## src/rtl/lsu_pkg.sv

```systemverilog
// Shared LSU definitions: sequencer state encoding and default warp geometry,
// common to the address generation unit and the memory sequencer.
package lsu_pkg;

    localparam int LSU_NUM_LANES  = 8;
    localparam int LSU_DATA_WIDTH = 16;
    localparam int LSU_ADDR_WIDTH = 8;

    typedef enum logic [1:0] {
        IDLE      = 2'd0,
        ISSUE     = 2'd1,
        WAIT_RESP = 2'd2,
        DONE      = 2'd3
    } lsu_state_e;

endpackage

```

## src/rtl/lsu_lane_picker.sv

```systemverilog
// Lowest-set-bit priority encoder over the pending-lane mask; lane 0 has the
// highest priority so accesses go out in ascending lane order.
module lsu_lane_picker
    import lsu_pkg::*;
#(
    parameter int NUM_LANES = LSU_NUM_LANES,
    parameter int LANE_W    = $clog2(NUM_LANES)
) (
    input  logic [NUM_LANES-1:0] pending,
    output logic [LANE_W-1:0]    lane,
    output logic                 any
);

    // Scan downwards so the last match, the lowest set bit, wins.
    always_comb begin
        lane = '0;
        any  = 1'b0;
        for (int i = NUM_LANES - 1; i >= 0; i--) begin
            if (pending[i]) begin
                lane = LANE_W'(i);
                any  = 1'b1;
            end
        end
    end

endmodule

```

## src/rtl/lsu_mem_sequencer.sv

```systemverilog
// Serializes one warp's per-lane loads/stores onto the single-port data memory
// and gathers load responses into a per-lane result register.
//
//   state     | meaning
//   ----------+-----------------------------------------------------------
//   IDLE      | waiting for start; warp inputs captured on start
//   ISSUE     | presenting the request of the lowest pending lane
//   WAIT_RESP | load issued, waiting (unbounded) for its response
//   DONE      | one-cycle completion pulse, then back to IDLE
module lsu_mem_sequencer
    import lsu_pkg::*;
#(
    parameter int DATA_WIDTH = LSU_DATA_WIDTH,
    parameter int ADDR_WIDTH = LSU_ADDR_WIDTH,
    parameter int NUM_LANES  = LSU_NUM_LANES
) (
    input  logic                                 clk,
    input  logic                                 reset,
    input  logic                                 start,
    input  logic                                 is_store,
    input  logic [NUM_LANES-1:0]                 thread_mask,
    input  logic [NUM_LANES-1:0][ADDR_WIDTH-1:0] addr,
    input  logic [NUM_LANES-1:0][DATA_WIDTH-1:0] store_data,
    output logic                                 busy,
    output logic                                 done,
    output logic [NUM_LANES-1:0][DATA_WIDTH-1:0] load_data,
    output logic                                 mem_req_valid,
    input  logic                                 mem_req_ready,
    output logic                                 mem_req_write,
    output logic [ADDR_WIDTH-1:0]                mem_req_addr,
    output logic [DATA_WIDTH-1:0]                mem_req_wdata,
    input  logic                                 mem_resp_valid,
    input  logic [DATA_WIDTH-1:0]                mem_resp_data
);

    localparam int LANE_W = $clog2(NUM_LANES);

    lsu_state_e                           state_q, state_d;
    logic                                 is_store_q;
    logic [NUM_LANES-1:0]                 pending_q;
    logic [NUM_LANES-1:0][ADDR_WIDTH-1:0] addr_q;
    logic [NUM_LANES-1:0][DATA_WIDTH-1:0] wdata_q;
    logic [NUM_LANES-1:0][DATA_WIDTH-1:0] load_data_q;
    logic [LANE_W-1:0]                    resp_lane_q;

    logic [LANE_W-1:0]                    lane;
    logic                                 any_pending;
    logic [NUM_LANES-1:0]                 lane_onehot;
    logic [NUM_LANES-1:0]                 pending_after;
    logic                                 capture;
    logic                                 req_fire;
    logic                                 resp_take;

    lsu_lane_picker #(
        .NUM_LANES (NUM_LANES),
        .LANE_W    (LANE_W)
    ) u_lane_picker (
        .pending (pending_q),
        .lane    (lane),
        .any     (any_pending)
    );

    assign lane_onehot   = NUM_LANES'(1) << lane;
    assign pending_after = pending_q & ~lane_onehot;
    assign capture       = (state_q == IDLE) && start;
    assign req_fire      = (state_q == ISSUE) && mem_req_ready;
    assign resp_take     = (state_q == WAIT_RESP) && mem_resp_valid;

    always_comb begin
        state_d = state_q;
        case (state_q)
            IDLE: begin
                if (start) begin
                    state_d = (thread_mask != '0) ? ISSUE : DONE;
                end
            end
            ISSUE: begin
                if (mem_req_ready) begin
                    if (is_store_q) begin
                        state_d = (pending_after == '0) ? DONE : ISSUE;
                    end else begin
                        state_d = WAIT_RESP;
                    end
                end
            end
            WAIT_RESP: begin
                if (mem_resp_valid) begin
                    state_d = any_pending ? ISSUE : DONE;
                end
            end
            DONE:    state_d = IDLE;
            default: state_d = IDLE;
        endcase
    end

    // Request fields depend only on registered state, so they stay put while
    // the memory stalls with mem_req_ready low.
    always_comb begin
        busy          = (state_q != IDLE);
        done          = (state_q == DONE);
        mem_req_valid = 1'b0;
        mem_req_write = 1'b0;
        mem_req_addr  = '0;
        mem_req_wdata = '0;
        if (state_q == ISSUE) begin
            mem_req_valid = 1'b1;
            mem_req_write = is_store_q;
            mem_req_addr  = addr_q[lane];
            mem_req_wdata = wdata_q[lane];
        end
    end

    always_ff @(posedge clk) begin
        if (reset) begin
            state_q     <= IDLE;
            is_store_q  <= 1'b0;
            pending_q   <= '0;
            addr_q      <= '0;
            wdata_q     <= '0;
            resp_lane_q <= '0;
            load_data_q <= '0;
        end else begin
            state_q <= state_d;
            if (capture) begin
                is_store_q <= is_store;
                pending_q  <= thread_mask;
                addr_q     <= addr;
                wdata_q    <= store_data;
            end
            if (req_fire) begin
                pending_q   <= pending_after;
                resp_lane_q <= lane;
            end
            if (resp_take) begin
                load_data_q[resp_lane_q] <= mem_resp_data;
            end
        end
    end

    assign load_data = load_data_q;

endmodule

```

## config.mk

```make
export PLATFORM = sky130hd
export DESIGN_NAME = lsu_mem_sequencer
export DESIGN_NICKNAME = d
export VERILOG_FILES = /design/src/rtl/lsu_pkg.sv /design/src/rtl/lsu_lane_picker.sv /design/src/rtl/lsu_mem_sequencer.sv
export SDC_FILE = /design/constraint.sdc
export NUM_CORES = 1
export LEC_CHECK = 0
export ABC_CLOCK_PERIOD_IN_PS = 7600
export BUFFER_PORTS_ARGS = -buffer_cell sky130_fd_sc_hd__buf_2
export CAP_MARGIN = 20
export CELL_PAD_IN_SITES_DETAIL_PLACEMENT = 0
export CELL_PAD_IN_SITES_GLOBAL_PLACEMENT = 1
export CORE_UTILIZATION = 42
export CTS_BUF_LIST = sky130_fd_sc_hd__clkbuf_2 sky130_fd_sc_hd__clkbuf_4 sky130_fd_sc_hd__clkbuf_8
export CTS_CLUSTER_SIZE = 20
export DETAILED_ROUTE_END_ITERATION = 6
export PLACE_DENSITY = 0.93
export SKIP_LAST_GASP = 1
export SLEW_MARGIN = 15
export SYNTH_ARGS = -nofsm -noshare
export SYNTH_HDL_FRONTEND = slang
export SYNTH_SLANG_ARGS = --single-unit
```

## constraint.sdc

```tcl
create_clock -name clk -period 7.6 [get_ports clk]
set_input_delay 1.52 -clock clk [delete_from_list [all_inputs] [get_ports clk]]
set_output_delay 1.52 -clock clk [all_outputs]
set_load 0.03 [all_outputs]
```

==> run metrics <==
Place WS=2.615 ns; Worst-Margin Slew=1.113 ns; max_cap viols=0; Tot GR Track Use=27.16%; CTS buffer count=56; Post-DP HPWL=33070 µm; synth unique cells=59; CTS Buffer Depth=3; status=complete, no violations; minimum clock period=5.561 ns; DR DRC count=0; CP Capture Point=mem_req_wdata[3]; CTS Sinks=334; Initial Utilization=42.77%; critical path launch point=pending_q[2]; Ys Warns=0; period utilization=73.17%; area fraction of the dominant cell type after synthesis=48.04%; pwr dens=255.5 nW/µm²; total wire length=48040 µm; Post-Syn Nets=2010; Max IR drop VDD=128.7 µV; vias in the first global route=13110; syn_area_per_cell=7.784 µm²; Main synth FF type=dfxtp_1; Post-synth ARST share=0%; Setup TNS Final=0 ns; Hold Vio Cnt, Final=0; CTS H-Tree Depth=2; Synth area leader=dfxtp_1; RR Startpoint=pending_q[2]; worst skew pair latency=0.62 ns; Pleak=6.807 nW; Post-synth EDFFs=0; CTS tree=done; Detail Route Antenna Nets=0; Final Wtd Congestion=0.8928; largest net degree at the start of global routing=145; chip height=184.0 µm; PortBufs=377; P&R area growth vs syn=23.15%; IO Pins=378; Worst Path Max Fanout=32; CP endpoint kind=output port; max-slew violations=0; hold depth=2; flops & latches, synth=334; R2R Path End=state_q[1]; Hold Path Class=flip-flop to flip-flop; post-synthesis cell count=1788; Reg clk slew, reported paths=0.07 ns; share of layout cells above drive strength 1=25.13%; setup slack after layout=2.039 ns; clk root buf=clkbuf_8; Worst Reg-to-Reg Cells=5; global-route wire length before repair=71680 µm; top cells by area, synth=dfxtp_1 (48%), nand2_1 (16%), a21oi_1 (11%); arrival time at the worst endpoint=4.04 ns; unrepaired setup endpoints after global routing=no; cts hold-fix bufs=0; clock skew=0.03670 ns; standard-cell rows=66; drt pass-1 iters=5; Startpoint Class=flip-flop; area of the core=32540 µm²; crit path kind=flip-flop to output port; Reg2Reg Setup Slack=5.00 ns; nets=2308; total number of vias=14080; fmax=0.1798 GHz; DIE WIDTH=184.0 µm; Final Core Density=52.68%; Post-Synthesis Cell Area=13920 µm²; Seq/Total Area, Yosys=48.04%; initial antenna violation count=8; Via density=5.477; # setup viols final=0; First DRT Iteration DRCs=1158; GRT overflow=0; routed length per placed instance=18.69 µm; Crit path required time=6.08 ns; Post-CTS Setup Bufs=0; post-CTS resize count=0; Die Area=33870 µm²; Slew headroom=25.67%
-- logic make-up (layout without fill, tap and decap cells) --
kind of cell,after synthesis,in the layout,share of synthesized area (%)
AND/OR/NAND/NOR,751,751,22.39
buffers and inverters,196,529,5.637
multiplexers,32,32,2.302
AO/OA/AOI/OAI,475,475,21.63
flip-flops,334,334,48.04
other,0,7,0
-- worst max-delay path: stages, from the launching register on --
cell	delay, ns
dfxtp_1	1.06
nor2_1	0.19
o31a_2	0.40
buf_4	0.37
a2111oi_0	0.67
o22ai_1	0.20
a221o_1	0.33
buf_2	0.18
-- synth_stat cells, types with 2 or more instances --
library cell and number:
and3b_1 2, buf_2 11, a21oi_1 299, and2_1 3, o32ai_1 2, o21ai_0 34, nor3b_1 25, clkbuf_1 144
a2111oi_4 2, nor4b_1 2, nand3_1 4, a221o_1 23, nand2_1 591, a2111oi_2 16, a31oi_1 2, a2111oi_0 28
buf_6 4, dfxtp_1 334, nor3_1 7, nor4b_2 2, a22oi_1 5, nor2_1 72, or4_1 4, mux2i_1 32
nor4_1 26, nand3b_1 4, buf_1 3, inv_1 32, o22ai_1 23, o221ai_1 23
-- layer usage --
metal | GRT usage, % | vias to the layer above | share of wire [%]
met1 | 34.98 | 6590 | 42
met4 | 14.13 | 2 | 4.5
met5 | 0 | - | 0.029
met3 | 4.814 | 128 | 7.8
li1 | - | 6720 | -
met2 | 43.39 | 637 | 46
-- final cells by class --
type / count / area [µm²]
fillers: 3270 / 15400
flip-flops and latches: 334 / 6686
multi-input cells: 1258 / 6505
repair buffers: 404 / 2127
clock buffers: 88 / 1092
well taps: 442 / 553.0
inverters: 32 / 120.1
clock inverters: 5 / 37.54
diodes: 7 / 17.52
-- report_power, final --
| part | internal, mW | switching (mW) | total (mW) | leakage (nW) |
|---|---|---|---|---|
| Clock | 0.904 | 0.726 | 1.63 | 0.602 |
| Sequential | 1.85 | 0.0818 | 1.93 | 2.72 |
| Combinational | 0.254 | 0.563 | 0.817 | 3.48 |
| Total | 3.01 | 1.37 | 4.38 | 6.81 |
-- cell usage in the layout (no fill, tap or decap), types with 3 or more instances in the layout --
| cell type | netlist | routed |
|---|---|---|
| nand2_1 | 591 | 591 |
| buf_2 | 11 | 376 |
| dfxtp_1 | 334 | 334 |
| a21oi_1 | 299 | 299 |
| nor2_1 | 72 | 71 |
| clkbuf_8 | 0 | 69 |
| o21ai_0 | 34 | 33 |
| inv_1 | 32 | 32 |
| mux2i_1 | 32 | 32 |
| a2111oi_0 | 28 | 28 |
| nor4_1 | 26 | 25 |
| buf_4 | 1 | 25 |
| o22ai_1 | 23 | 23 |
| nor3b_1 | 25 | 23 |
| a221o_1 | 23 | 23 |
| o221ai_1 | 23 | 23 |
| clkbuf_4 | 0 | 19 |
| a2111oi_2 | 16 | 16 |
| diode_2 | 0 | 7 |
| nor3_1 | 7 | 7 |
| a22oi_1 | 5 | 5 |
| nand3b_1 | 4 | 4 |
| nand3_1 | 4 | 4 |
| or4_1 | 4 | 4 |
| and2_1 | 3 | 3 |
-- how the worst min path moves through the flow --
stage                   startpoint             end  slack (ns)
finish              load_data[118]  load_data[118]        0.45
global route         load_data[40]   load_data[40]        0.47
CTS                 load_data[120]  load_data[120]        0.45
detailed placement  load_data[120]  load_data[120]        0.44
global placement    load_data[118]  load_data[118]        0.44
floorplan                addr_q[1]       addr_q[1]        0.43
-- sequential cells by signal, summed over array words and instances (netlist names) --
register     cells
addr_q          64
resp_lane_q      3
is_store_q       1
load_data      128
state_q          2
wdata_q        128
pending_q        8
-- per-stage QoR --
stage          cell area, µm²  instances  total power, mW  hold WS, ns
6_report                17140       2570            4.379       0.4496
5_1_grt                 17130       2568            4.554       0.4671
4_1_cts                 17070       2560            4.378       0.4516
3_5_place_dp            15940       2467            2.763       0.4435
3_3_place_gp            15940       2467            2.749       0.4386
2_1_floorplan           13920       1788            2.489       0.4315
Note: power is estimated with default switching activity, not from simulation.
